**src/rtl/alu_ctrl_pkg.sv**
```systemverilog
// Shared codes for the EX-stage ALU control: gout values, funct codes, mul/div FSM states.
package alu_ctrl_pkg;

  localparam logic [2:0] GOUT_ADD  = 3'b010;
  localparam logic [2:0] GOUT_SUB  = 3'b110;
  localparam logic [2:0] GOUT_AND  = 3'b000;
  localparam logic [2:0] GOUT_OR   = 3'b001;
  localparam logic [2:0] GOUT_NOR  = 3'b100;
  localparam logic [2:0] GOUT_SLT  = 3'b111;
  localparam logic [2:0] GOUT_X011 = 3'b011;

  localparam logic [5:0] FUNCT_MULT  = 6'b011000;
  localparam logic [5:0] FUNCT_MULTU = 6'b011001;
  localparam logic [5:0] FUNCT_DIV   = 6'b011010;
  localparam logic [5:0] FUNCT_DIVU  = 6'b011011;
  localparam logic [5:0] FUNCT_MFHI  = 6'b010000;
  localparam logic [5:0] FUNCT_MFLO  = 6'b010010;

  typedef enum logic [1:0] {IDLE, RUN, FIX} md_state_t;

  // aluop 11 decodes like R-type.
  function automatic logic [2:0] gout_dec(input logic [1:0] aluop, input logic [3:0] fn);
    logic [2:0] g;
    g = GOUT_ADD;
    if (aluop == 2'b01) g = GOUT_SUB;
    else if (aluop[1]) begin
      case (fn)
        4'b0000: g = GOUT_ADD;
        4'b0010: g = GOUT_SUB;
        4'b0100: g = GOUT_AND;
        4'b0101: g = GOUT_OR;
        4'b0111: g = GOUT_NOR;
        4'b1010: g = GOUT_SLT;
        4'b1111: g = GOUT_X011;
        default: g = GOUT_ADD;
      endcase
    end
    return g;
  endfunction

endpackage

```
**src/rtl/muldiv_core.sv**
```systemverilog
// Iterative multiply/divide datapath on operand magnitudes; sign correction is combinational
// on the outputs so the controller can capture the final HI/LO at the FIX exit edge.
module muldiv_core
  import alu_ctrl_pkg::*;
#(
  parameter int WIDTH = 32,
  parameter int CNT_W = $clog2(WIDTH) + 1
) (
  input  logic             clk,
  input  logic             rst_n,
  input  logic             load,
  input  logic             step,
  input  logic             is_div,
  input  logic             is_signed,
  input  logic [WIDTH-1:0] a,
  input  logic [WIDTH-1:0] b,
  output logic [CNT_W-1:0] cnt,
  output logic [WIDTH-1:0] res_hi,
  output logic [WIDTH-1:0] res_lo
);

  logic [WIDTH-1:0]   r_hi, r_lo, r_mc;
  logic [CNT_W-1:0]   r_cnt;
  logic               r_div, r_neg_q, r_neg_r, r_dz;

  logic [WIDTH-1:0]   w_ma, w_mb;
  logic [WIDTH:0]     w_sum;
  logic [WIDTH:0]     w_rem_sh;
  logic [WIDTH-1:0]   w_rem_sub;
  logic               w_ge;
  logic [2*WIDTH-1:0] w_prod_n;

  assign w_ma = (is_signed && a[WIDTH-1]) ? (~a + WIDTH'(1)) : a;
  assign w_mb = (is_signed && b[WIDTH-1]) ? (~b + WIDTH'(1)) : b;

  // Shift-add: multiplier sits in r_lo, partial product grows down from r_hi.
  assign w_sum = {1'b0, r_hi} + (r_lo[0] ? {1'b0, r_mc} : '0);

  // Restoring divide: remainder in r_hi, dividend shifts out of r_lo as quotient shifts in.
  assign w_rem_sh  = {r_hi, r_lo[WIDTH-1]};
  assign w_ge      = (w_rem_sh >= {1'b0, r_mc});
  assign w_rem_sub = w_rem_sh[WIDTH-1:0] - r_mc;

  always_ff @(posedge clk or negedge rst_n) begin
    if (!rst_n) begin
      r_hi    <= '0;
      r_lo    <= '0;
      r_mc    <= '0;
      r_cnt   <= '0;
      r_div   <= 1'b0;
      r_neg_q <= 1'b0;
      r_neg_r <= 1'b0;
      r_dz    <= 1'b0;
    end else if (load) begin
      r_cnt   <= CNT_W'(WIDTH);
      r_div   <= is_div;
      r_neg_q <= is_signed & (a[WIDTH-1] ^ b[WIDTH-1]);
      r_neg_r <= is_signed & a[WIDTH-1];
      r_dz    <= is_div & (b == '0);
      if (is_div && b == '0) begin
        r_hi <= a;
        r_lo <= '1;
        r_mc <= '0;
      end else if (is_div) begin
        r_hi <= '0;
        r_lo <= w_ma;
        r_mc <= w_mb;
      end else begin
        r_hi <= '0;
        r_lo <= w_mb;
        r_mc <= w_ma;
      end
    end else if (step) begin
      r_cnt <= r_cnt - CNT_W'(1);
      if (r_div) begin
        r_hi <= w_ge ? w_rem_sub : w_rem_sh[WIDTH-1:0];
        r_lo <= {r_lo[WIDTH-2:0], w_ge};
      end else begin
        r_hi <= w_sum[WIDTH:1];
        r_lo <= {w_sum[0], r_lo[WIDTH-1:1]};
      end
    end
  end

  assign w_prod_n = ~{r_hi, r_lo} + (2*WIDTH)'(1);

  // Magnitudes are unsigned, so negating MIN wraps back to MIN exactly.
  always_comb begin
    res_hi = r_hi;
    res_lo = r_lo;
    if (!r_dz) begin
      if (r_div) begin
        if (r_neg_q) res_lo = ~r_lo + WIDTH'(1);
        if (r_neg_r) res_hi = ~r_hi + WIDTH'(1);
      end else if (r_neg_q) begin
        {res_hi, res_lo} = w_prod_n;
      end
    end
  end

  assign cnt = r_cnt;

endmodule

```
**src/rtl/alu_muldiv_ctrl.sv**
```systemverilog
// EX-stage ALU control: gout decode, mul/div sequencing FSM, HI/LO registers,
// and the HI/LO hazard stall plus mfhi/mflo read path.
module alu_muldiv_ctrl
  import alu_ctrl_pkg::*;
#(
  parameter int WIDTH = 32,
  parameter int CNT_W = $clog2(WIDTH) + 1
) (
  input  logic             clk,
  input  logic             rst_n,
  input  logic [1:0]       aluop,
  input  logic [5:0]       funct,
  input  logic             start,
  input  logic             flush,
  input  logic [WIDTH-1:0] a,
  input  logic [WIDTH-1:0] b,
  output logic [2:0]       gout,
  output logic             busy,
  output logic             done,
  output logic             stall,
  output logic [WIDTH-1:0] hi,
  output logic [WIDTH-1:0] lo,
  output logic             mf_valid,
  output logic [WIDTH-1:0] mf_data
);

  md_state_t        r_state, w_nxt;
  logic [WIDTH-1:0] r_hi, r_lo;
  logic             r_done;

  logic             w_is_md, w_is_mf, w_is_div, w_signed, w_is_mfhi;
  logic             w_load, w_step, w_wr;
  logic [CNT_W-1:0] w_cnt;
  logic [WIDTH-1:0] w_res_hi, w_res_lo;

  assign gout = gout_dec(aluop, funct[3:0]);

  assign w_is_div  = (funct == FUNCT_DIV)  || (funct == FUNCT_DIVU);
  assign w_signed  = (funct == FUNCT_MULT) || (funct == FUNCT_DIV);
  assign w_is_md   = aluop[1] && (w_is_div || funct == FUNCT_MULT || funct == FUNCT_MULTU);
  assign w_is_mfhi = aluop[1] && (funct == FUNCT_MFHI);
  assign w_is_mf   = w_is_mfhi || (aluop[1] && funct == FUNCT_MFLO);

  muldiv_core #(.WIDTH(WIDTH), .CNT_W(CNT_W)) u_core (
    .clk       (clk),
    .rst_n     (rst_n),
    .load      (w_load),
    .step      (w_step),
    .is_div    (w_is_div),
    .is_signed (w_signed),
    .a         (a),
    .b         (b),
    .cnt       (w_cnt),
    .res_hi    (w_res_hi),
    .res_lo    (w_res_lo)
  );

  always_comb begin
    w_nxt  = r_state;
    w_load = 1'b0;
    w_step = 1'b0;
    w_wr   = 1'b0;
    case (r_state)
      IDLE: begin
        if (start && w_is_md && !flush) begin
          w_load = 1'b1;
          // Divide by zero needs no iterations; its result is set up at load.
          w_nxt  = (w_is_div && b == '0) ? FIX : RUN;
        end
      end
      RUN: begin
        if (flush) w_nxt = IDLE;
        else begin
          w_step = 1'b1;
          if (w_cnt == CNT_W'(1)) w_nxt = FIX;
        end
      end
      FIX: begin
        w_nxt = IDLE;
        w_wr  = !flush;
      end
      default: w_nxt = IDLE;
    endcase
  end

  always_ff @(posedge clk or negedge rst_n) begin
    if (!rst_n) begin
      r_state <= IDLE;
      r_done  <= 1'b0;
      r_hi    <= '0;
      r_lo    <= '0;
    end else begin
      r_state <= w_nxt;
      r_done  <= w_wr;
      if (w_wr) begin
        r_hi <= w_res_hi;
        r_lo <= w_res_lo;
      end
    end
  end

  assign busy     = (r_state != IDLE);
  assign done     = r_done;
  assign hi       = r_hi;
  assign lo       = r_lo;
  assign stall    = start && busy && (w_is_md || w_is_mf);
  assign mf_valid = start && w_is_mf && !stall;
  assign mf_data  = w_is_mfhi ? r_hi : (w_is_mf ? r_lo : '0);

endmodule

```
**config.mk**
```make
export PLATFORM = sky130hd
export DESIGN_NAME = alu_muldiv_ctrl
export DESIGN_NICKNAME = d
export VERILOG_FILES = /design/src/rtl/alu_ctrl_pkg.sv /design/src/rtl/muldiv_core.sv /design/src/rtl/alu_muldiv_ctrl.sv
export SDC_FILE = /design/constraint.sdc
export NUM_CORES = 1
export LEC_CHECK = 0
export CAP_MARGIN = 10
export CORE_MARGIN = 1
export CORE_UTILIZATION = 53
export DETAILED_ROUTE_END_ITERATION = 8
export GPL_TIMING_DRIVEN = 0
export PLACE_DENSITY = 0.91
export SYNTH_ARGS = -nofsm -noshare
export SYNTH_HDL_FRONTEND = slang
export SYNTH_SLANG_ARGS = --single-unit
```
**constraint.sdc**
```tcl
create_clock -name clk -period 3.2 [get_ports clk]
set_input_delay 0.64 -clock clk [delete_from_list [all_inputs] [get_ports clk]]
set_output_delay 0.64 -clock clk [all_outputs]
set_load 0.01 [all_outputs]
```
==> results of run 1 <==
flip-flops by register name, indices dropped and copies added, names as in the netlist:
name / cells
u_core.r_neg_q: 1
u_core.r_mc: 32
hi: 32
u_core.r_lo: 32
u_core.r_hi: 32
u_core.r_dz: 1
u_core.r_div: 1
lo: 32
done: 1
u_core.r_neg_r: 1
u_core.cnt: 6
r_state: 2
per-stage QoR:
stage                     util, %  instances  hold WS (ps)  setup WS (ps)  setup TNS (ps)
after floorplan                 -       2030           344           3.08               0
after global placement       62.0       2592           456          -5690        -1048420
after detailed placement     62.1       2593           463          -1070          -76080
after CTS                    65.5       2630           126          -60.7           -60.7
after global routing         67.5       2648           134          -85.5            -585
final                        67.5       2648          85.1          -80.2            -101
layout make-up:
type,count,area (sq um)
Tap cell,384,480
Clock buffer,17,425
Buffer,119,569
Sequential cell,173,4360
Antenna cell,1,2.50
Multi-Input combinational cell,1661,11200
Fill cell,2395,9370
Timing Repair Buffer,206,2030
Inverter,72,275
Clock inverter,15,193
repair_timing:
action                     CTS  global route
setup endpoints to repair  141            96
gates cloned                 0             0
setup buffers                9            18
pin swaps                   11            31
gates resized for setup     86           110
power groups by stage:
| stage | clock [mW] | sequential (mW) | combinational, mW |
|---|---|---|---|
| 2_1_floorplan | 0 | 3.13 | 3.91 |
| 3_3_place_gp | 0 | 3.39 | 5.61 |
| 3_5_place_dp | 0 | 3.41 | 5.69 |
| 4_1_cts | 2.17 | 3.39 | 5.93 |
| 5_1_grt | 2.27 | 3.47 | 6.87 |
| 6_report | 2.22 | 3.47 | 6.41 |
kinds of logic after synthesis:
family / synth area share [%]
DFF: 27.7
buffers and inverters: 4.97
adders and majority gates: 5.86
xor gates and xnor gates: 9.92
muxes: 4.46
AOI/OAI and AO/OA: 25.3
and+or+nand+nor: 21.8
how the worst min path moves through the flow:
| stage | start | endpoint | cells after the start |
|---|---|---|---|
| 2_1_floorplan | rst_n | done | 0 |
| 3_3_place_gp | r_state[1] | r_state[1] | 1 |
| 3_5_place_dp | r_state[1] | r_state[1] | 1 |
| 4_1_cts | rst_n | hi[10] | 1 |
| 5_1_grt | rst_n | hi[10] | 1 |
| 6_report | rst_n | hi[10] | 1 |
cells in the final DEF (no fill, tap or decap), types with 14 or more instances in the layout:
cell | synthesis | final
sky130_fd_sc_hd__a211oi_1 | 32 | 26
sky130_fd_sc_hd__a21o_1 | 17 | 17
sky130_fd_sc_hd__a21oi_1 | 205 | 198
sky130_fd_sc_hd__a22oi_1 | 14 | 14
sky130_fd_sc_hd__a31oi_1 | 22 | 20
sky130_fd_sc_hd__and2_1 | 17 | 14
sky130_fd_sc_hd__buf_4 | 3 | 32
sky130_fd_sc_hd__clkbuf_1 | 95 | 82
sky130_fd_sc_hd__clkbuf_16 | 0 | 17
sky130_fd_sc_hd__clkdlybuf4s50_1 | 0 | 169
sky130_fd_sc_hd__dfrtp_1 | 173 | 152
sky130_fd_sc_hd__dfrtp_2 | 0 | 21
sky130_fd_sc_hd__ha_1 | 70 | 53
sky130_fd_sc_hd__inv_1 | 72 | 69
sky130_fd_sc_hd__mux2i_1 | 64 | 64
sky130_fd_sc_hd__nand2_1 | 185 | 183
sky130_fd_sc_hd__nand3_1 | 34 | 33
sky130_fd_sc_hd__nor2_1 | 297 | 290
sky130_fd_sc_hd__nor3_1 | 46 | 39
sky130_fd_sc_hd__nor4_1 | 22 | 19
sky130_fd_sc_hd__o211ai_1 | 36 | 36
sky130_fd_sc_hd__o21ai_0 | 139 | 132
sky130_fd_sc_hd__o31ai_1 | 17 | 14
sky130_fd_sc_hd__xnor2_1 | 100 | 99
sky130_fd_sc_hd__xor2_1 | 77 | 73
metal layers:
metal,vias up,GRT usage (%)
met3,351,10.7
li1,7761,-
met4,0,30.6
met5,-,0
met1,8415,54.2
met2,1434,65.7
==> summary.md, run 1 <==
| Metric | Value |
|---|---|
| Run status | complete, but fails checks |
| Violated checks | negative setup slack |
| Number of failing setup endpoints in the final timing report | 2 |
| Mapped Area | 0.0156 sq mm |
| Setup ws final | -80.2 ps |
| Headroom to the max-slew limit | 30.5% |
| Leak Pwr | 7.80 nW |
| Synthesized instance count | 2030 |
| Clock transition at the register clock pins on the worst setup and hold paths after CTS | 90 ps |
| Iteration count of the initial detailed-routing pass | 7 |
| Clock tree from TritonCTS | built |
| Clk Latency, worst-skew pair | 460 ps |
| Highest metal layer with signal wires | met4 |
| Worst vdd ir | 0.000340 V |
| Hold_buf cts | 0 |
| Worst-case register-to-register setup slack | -20 ps |
| Most frequent cells after synthesis | sky130_fd_sc_hd__nor2_1 (297), sky130_fd_sc_hd__a21oi_1 (205), sky130_fd_sc_hd__nand2_1 (185), sky130_fd_sc_hd__dfrtp_1 (173), sky130_fd_sc_hd__o21ai_0 (139) |
| Via count of the first global-routing pass | 17000 |
| Post-synthesis sequential area ratio | 27.7% |
| Drc violations | 0 |
| Final antenna-violating net count | 0 |
| Reg-to-reg startpoint | u_core.r_hi[29] |
| CP Launch Type | input port |
| Standard cell area after detailed placement | 0.0179 sq mm |
| Pwr dens | 621 mW/mm^2 |
| Crit path to | u_core.r_neg_q |
| Antenna violations before repair | 2 |
| Via density per instance | 6.78 |
| Share of total power in sequential cells | 28.7% |
| Root buffer cell | sky130_fd_sc_hd__clkbuf_16 |
| Maximum buffer depth of the clock tree | 2 |
| Worst path required time | 3510 ps |
| Worst-Margin Slew | 1040 ps |
| RePlAce Congestion | 1.06 |
| Routed metal-1 wire length | 24400 microns |
| Synth area leader | sky130_fd_sc_hd__dfrtp_1 |
| Switching power total | 5.80 mW |
| Clk network pwr share | 18.3% |
| Most repeated cell in the gate-level netlist after synthesis | sky130_fd_sc_hd__nor2_1 |
| Layout Area Growth over Synthesis | 24.6% |
| MaxCap Viol Count | 0 |
| Series of cell instances along the critical path | clkdlybuf4s50_1 -> and4bb_2 -> nand3_1 -> or3_1 -> clkbuf_1 -> buf_2 -> buf_2 -> nand2_1 -> o31ai_1 |
| Global-route wire length before repair | 99500 microns |
| Total global routing overflow | 0 |
| Met3 wirelength from detailed routing | 8340 microns |
| Die height | 174 microns |
| Max FO, Critical Path | 10 |
| Largest delay contributor family on the critical path | buffers and inverters |
| Async set or reset register ratio after synthesis | 100% |
| Final period utilization | 103% |
| Syn. warnings | 0 |
| Highest clock frequency the design can meet | 305 MHz |
| Placeable core region | 0.0289 sq mm |
| Power after layout | 12.1 mW |
| Pins Over Slew Limit | 0 |
| Setup CP Type | input port to register |
| Wire per inst | 25.4 microns |
| Half-perimeter wire length after placement | 51800 microns |
| Initial Utilization | 54.2% |
| Main area contributors after synthesis | sky130_fd_sc_hd__dfrtp_1 (28%), sky130_fd_sc_hd__nor2_1 (7.1%), sky130_fd_sc_hd__a21oi_1 (6.6%) |
| Slowest stage cell on the critical path | sky130_fd_sc_hd__clkdlybuf4s50_1 |
| IO Count | 179 |
| Clock net sink count | 173 |
| Wire length on met2 | 28900 microns |
| Full die area | 0.0302 sq mm |
| Worst R2R Path Depth | 9 |
| Chip width | 174 microns |
| Average cell area after synthesis | 7.70 sq um |
| Power share of the combinational group | 53.0% |
| Num CTS Buffers | 17 |
| Cell seen most often among critical-path stages | sky130_fd_sc_hd__buf_2 |
| Depth of the CTS H-tree | 4 |
| RR Endpoint | u_core.r_hi[31] |
| Number of port buffers | 178 |
| Most used flip-flop cell after synthesis | sky130_fd_sc_hd__dfrtp_1 |
| Cell row count | 62 |
| Fraction of final layout cells with drive strength greater than 1 | 11.1% |
| Number of flip-flops and latches in the synthesized netlist | 173 |
| Routed via count | 18000 |
| Total wire length after detailed routing | 67200 microns |
| Final instance area | 0.0195 sq mm |
| Syn_nets | 2178 |
| Critical Path Sink Type | register |
| Maximum number of pins on one net before global-route repair | 109 |
| Internal Dissipation | 6.30 mW |
| Crit path buf inv count | 4 |
| Worst hold path class | input port to asynchronous set/reset pin |
| Number of DRC markers in iteration 0 | 2451 |
| Critical Path Max Stage Delay | 560 ps |
| Worst EP arrival | 3590 ps |
| Post-synth EDFFs | 0 |
| Worst clock skew on the final layout | 20.1 ps |
| Number of logic stages on the critical path including buffering | 9 |
| CP startpoint | funct[2] |
| RSZ-0062 raised after global routing | true |
| Final hold violation count | 0 |
| Area share of the largest cell type after synthesis | 27.7% |
| Yosys cell types | 90 |
| All-Layer GR Usage | 43.4% |
| # nets final | 2398 |
| Minimum clock period | 3280 ps |
| Sw Share | 47.9% |
No activity file was read; power rests on OpenSTA's default activity.
==> run 2: changes to the inputs <==
--- a/config.mk
+++ b/config.mk
@@ -10,7 +10,7 @@
 export CORE_UTILIZATION = 53
 export DETAILED_ROUTE_END_ITERATION = 8
 export GPL_TIMING_DRIVEN = 0
-export PLACE_DENSITY = 0.91
+export PLACE_DENSITY = 0.79
 export SYNTH_ARGS = -nofsm -noshare
 export SYNTH_HDL_FRONTEND = slang
 export SYNTH_SLANG_ARGS = --single-unit
==> run 2 against run 1 <==
The run still ends with negative setup slack left; wire length rose by 4.9%; power up 4.9%; sequential power hardly changed; combinational power rose by 9.2%; largest power group unchanged.
==> summary.md, run 2 (synthesis gave the netlist of run 1 again) <==
| Metric | Value |
|---|---|
| Hold slack | 204 ps |
| Global-route wire length before repair | 103000 microns |
| CP Launch Type | register |
| Minimum clock period | 3340 ps |
| MaxCap Viol Count | 0 |
| Violated checks | negative setup slack |
| Highest clock frequency the design can meet | 300 MHz |
| Worst path required time | 3520 ps |
| Number of port buffers | 178 |
| Power after layout | 12.7 mW |
| Fraction of final layout cells with drive strength greater than 1 | 13.9% |
| Final core occ | 69.4% |
| Chip width | 174 microns |
| Critical Path Sink Type | register |
| Post-Route Setup TNS | -628 ps |
| Number of DRC markers in iteration 0 | 2522 |
| Depth of the CTS H-tree | 4 |
| Total global routing overflow | 0 |
| Share of total power in sequential cells | 27.5% |
| Root buffer cell | sky130_fd_sc_hd__clkbuf_16 |
| Max FO, Critical Path | 6 |
| Leak Pwr | 8.02 nW |
| Maximum buffer depth of the clock tree | 2 |
| Clock transition at the register clock pins on the worst setup and hold paths after CTS | 80 ps |
| Wire per inst | 26.3 microns |
| Worst vdd ir | 0.000355 V |
| Pre-CTS worst setup slack | -1430 ps |
| Initial Utilization | 54.2% |
| Layout Area Growth over Synthesis | 28.2% |
| Total wire length after detailed routing | 70400 microns |
| Internal Dissipation | 6.61 mW |
| FILL cells | 2379 |
| Worst EP arrival | 3660 ps |
| Clock tree from TritonCTS | built |
| Final hold violation count | 0 |
| Clk Latency, worst-skew pair | 460 ps |
| RePlAce Congestion | 1.01 |
| Placeable core region | 0.0289 sq mm |
| Full die area | 0.0302 sq mm |
| Top library cells by usage in the layout, fill and taps aside | sky130_fd_sc_hd__nor2_1 (286), sky130_fd_sc_hd__a21oi_1 (193), sky130_fd_sc_hd__nand2_1 (179), sky130_fd_sc_hd__clkdlybuf4s50_1 (171), sky130_fd_sc_hd__dfrtp_1 (153) |
| Final antenna-violating net count | 0 |
| Antenna violations before repair | 0 |
| Setup ws final | -139 ps |
| Via density per instance | 6.79 |
| Run status | complete, but fails checks |
| Num CTS Buffers | 17 |
| Final period utilization | 104% |
| Half-perimeter wire length after placement | 53700 microns |
| Clk network pwr share | 17.3% |
| # nets final | 2429 |
| Die height | 174 microns |
| All-Layer GR Usage | 45.3% |
| Iteration count of the initial detailed-routing pass | 8 |
| Pwr dens | 633 mW/mm^2 |
| RSZ-0062 raised after global routing | true |
| Sw Share | 47.9% |
| Most common library cell in the layout ignoring fill and taps | sky130_fd_sc_hd__nor2_1 |
| ANT cells | 0 |
| Worst hold path class | input port to asynchronous set/reset pin |
| Worst-Margin Slew | 936 ps |
| Routed via count | 18200 |
| Via count of the first global-routing pass | 17000 |
| Switching power total | 6.08 mW |
| Maximum number of pins on one net before global-route repair | 90 |
| Cell row count | 62 |
| Setup CP Type | register to register |
| Number of failing setup endpoints in the final timing report | 15 |
| Pins Over Slew Limit | 0 |
| Clock net sink count | 173 |
| Multi-input combinational cell area | 0.0114 sq mm |
| Drc violations | 0 |
| Headroom to the max-slew limit | 37.6% |
| Register cell area after layout | 0.00436 sq mm |
| Power share of the combinational group | 55.1% |
| Worst clock skew on the final layout | 24.5 ps |
| IO Count | 179 |
run 2: cell count changes in the layout (fill, tap and decap cells not counted), sizes merged:
cell | before | now
buf | 50 | 85
clkbuf | 115 | 109
clkdlybuf4s15 | 0 | 3
clkdlybuf4s50 | 169 | 171
clkinv | 8 | 7
clkinvlp | 1 | 2
diode | 1 | 0
dlygate4sd2 | 1 | 0
dlymetal6s2s | 7 | 6
inv | 78 | 77
run 2: cell type report:
type                       count  area share, %
clock inverter                14          0.830
tap                          384           2.40
multi-input combinational   1661           57.1
inverter                      72           1.37
buffer                       120           2.99
sequential                   173           21.7
timing repair buffer         236           11.4
clock buffer                  18           2.19
run 2: metal layers:
layer | share of wire, % | vias to the layer above | track usage, %
li1 | - | 7823 | -
met1 | 37 | 8644 | 57.2
met2 | 43 | 1391 | 68.4
met3 | 12 | 315 | 11.5
met4 | 7.9 | 0 | 29.9
met5 | 0 | - | 0
run 2: critical path, stage by stage (launching register included):
cell,delay (ps)
sky130_fd_sc_hd__dfrtp_2,430
sky130_fd_sc_hd__clkinvlp_4,190
sky130_fd_sc_hd__buf_8,180
sky130_fd_sc_hd__nor2_2,120
sky130_fd_sc_hd__ha_4,250
sky130_fd_sc_hd__a211oi_4,260
sky130_fd_sc_hd__o211ai_1,130
sky130_fd_sc_hd__buf_4,160
sky130_fd_sc_hd__a211oi_4,240
sky130_fd_sc_hd__buf_6,170
sky130_fd_sc_hd__o221ai_4,140
sky130_fd_sc_hd__and3_4,240
sky130_fd_sc_hd__a2111oi_4,330
sky130_fd_sc_hd__nor3_2,90
sky130_fd_sc_hd__xnor2_1,190
sky130_fd_sc_hd__a21oi_1,90
run 2: worst paths after layout:
| kind | slack (ps) | depth (start not counted) | start | end |
|---|---|---|---|---|
| min reg2reg | 480 | 1 | r_state[1] | r_state[1] |
| max in group asynchronous | 2020 | 2 | rst_n | u_core.r_mc[14] |
| min in group clk | 480 | 1 | r_state[1] | r_state[1] |
| min | 200 | 1 | rst_n | u_core.r_hi[8] |
| max | -140 | 15 | u_core.r_lo[0] | u_core.r_hi[29] |
| max reg2reg | -140 | 15 | u_core.r_lo[0] | u_core.r_hi[29] |
run 2: power groups by stage:
stage          Clock, mW  Sequential (mW)  Combinational, mW
2_1_floorplan          0             3.13               3.91
3_3_place_gp           0             3.38               5.70
3_5_place_dp           0             3.41               5.77
4_1_cts             2.15             3.38               6.17
5_1_grt             2.23             3.49               7.47
6_report            2.20             3.49               7.00
run 2: repair_timing:
action,in CTS,in global routing
setup buffers,21,36
setup endpoints to repair,147,116
hold buffers,0,0
resized for setup,98,179
pin swaps,25,45
run 2: per-stage QoR:
step / std cells / area (sq um)
2_1_floorplan: 2030 / 15600
3_3_place_gp: 2592 / 17900
3_5_place_dp: 2593 / 17900
4_1_cts: 2643 / 19100
5_1_grt: 2678 / 20000
6_report: 2678 / 20000
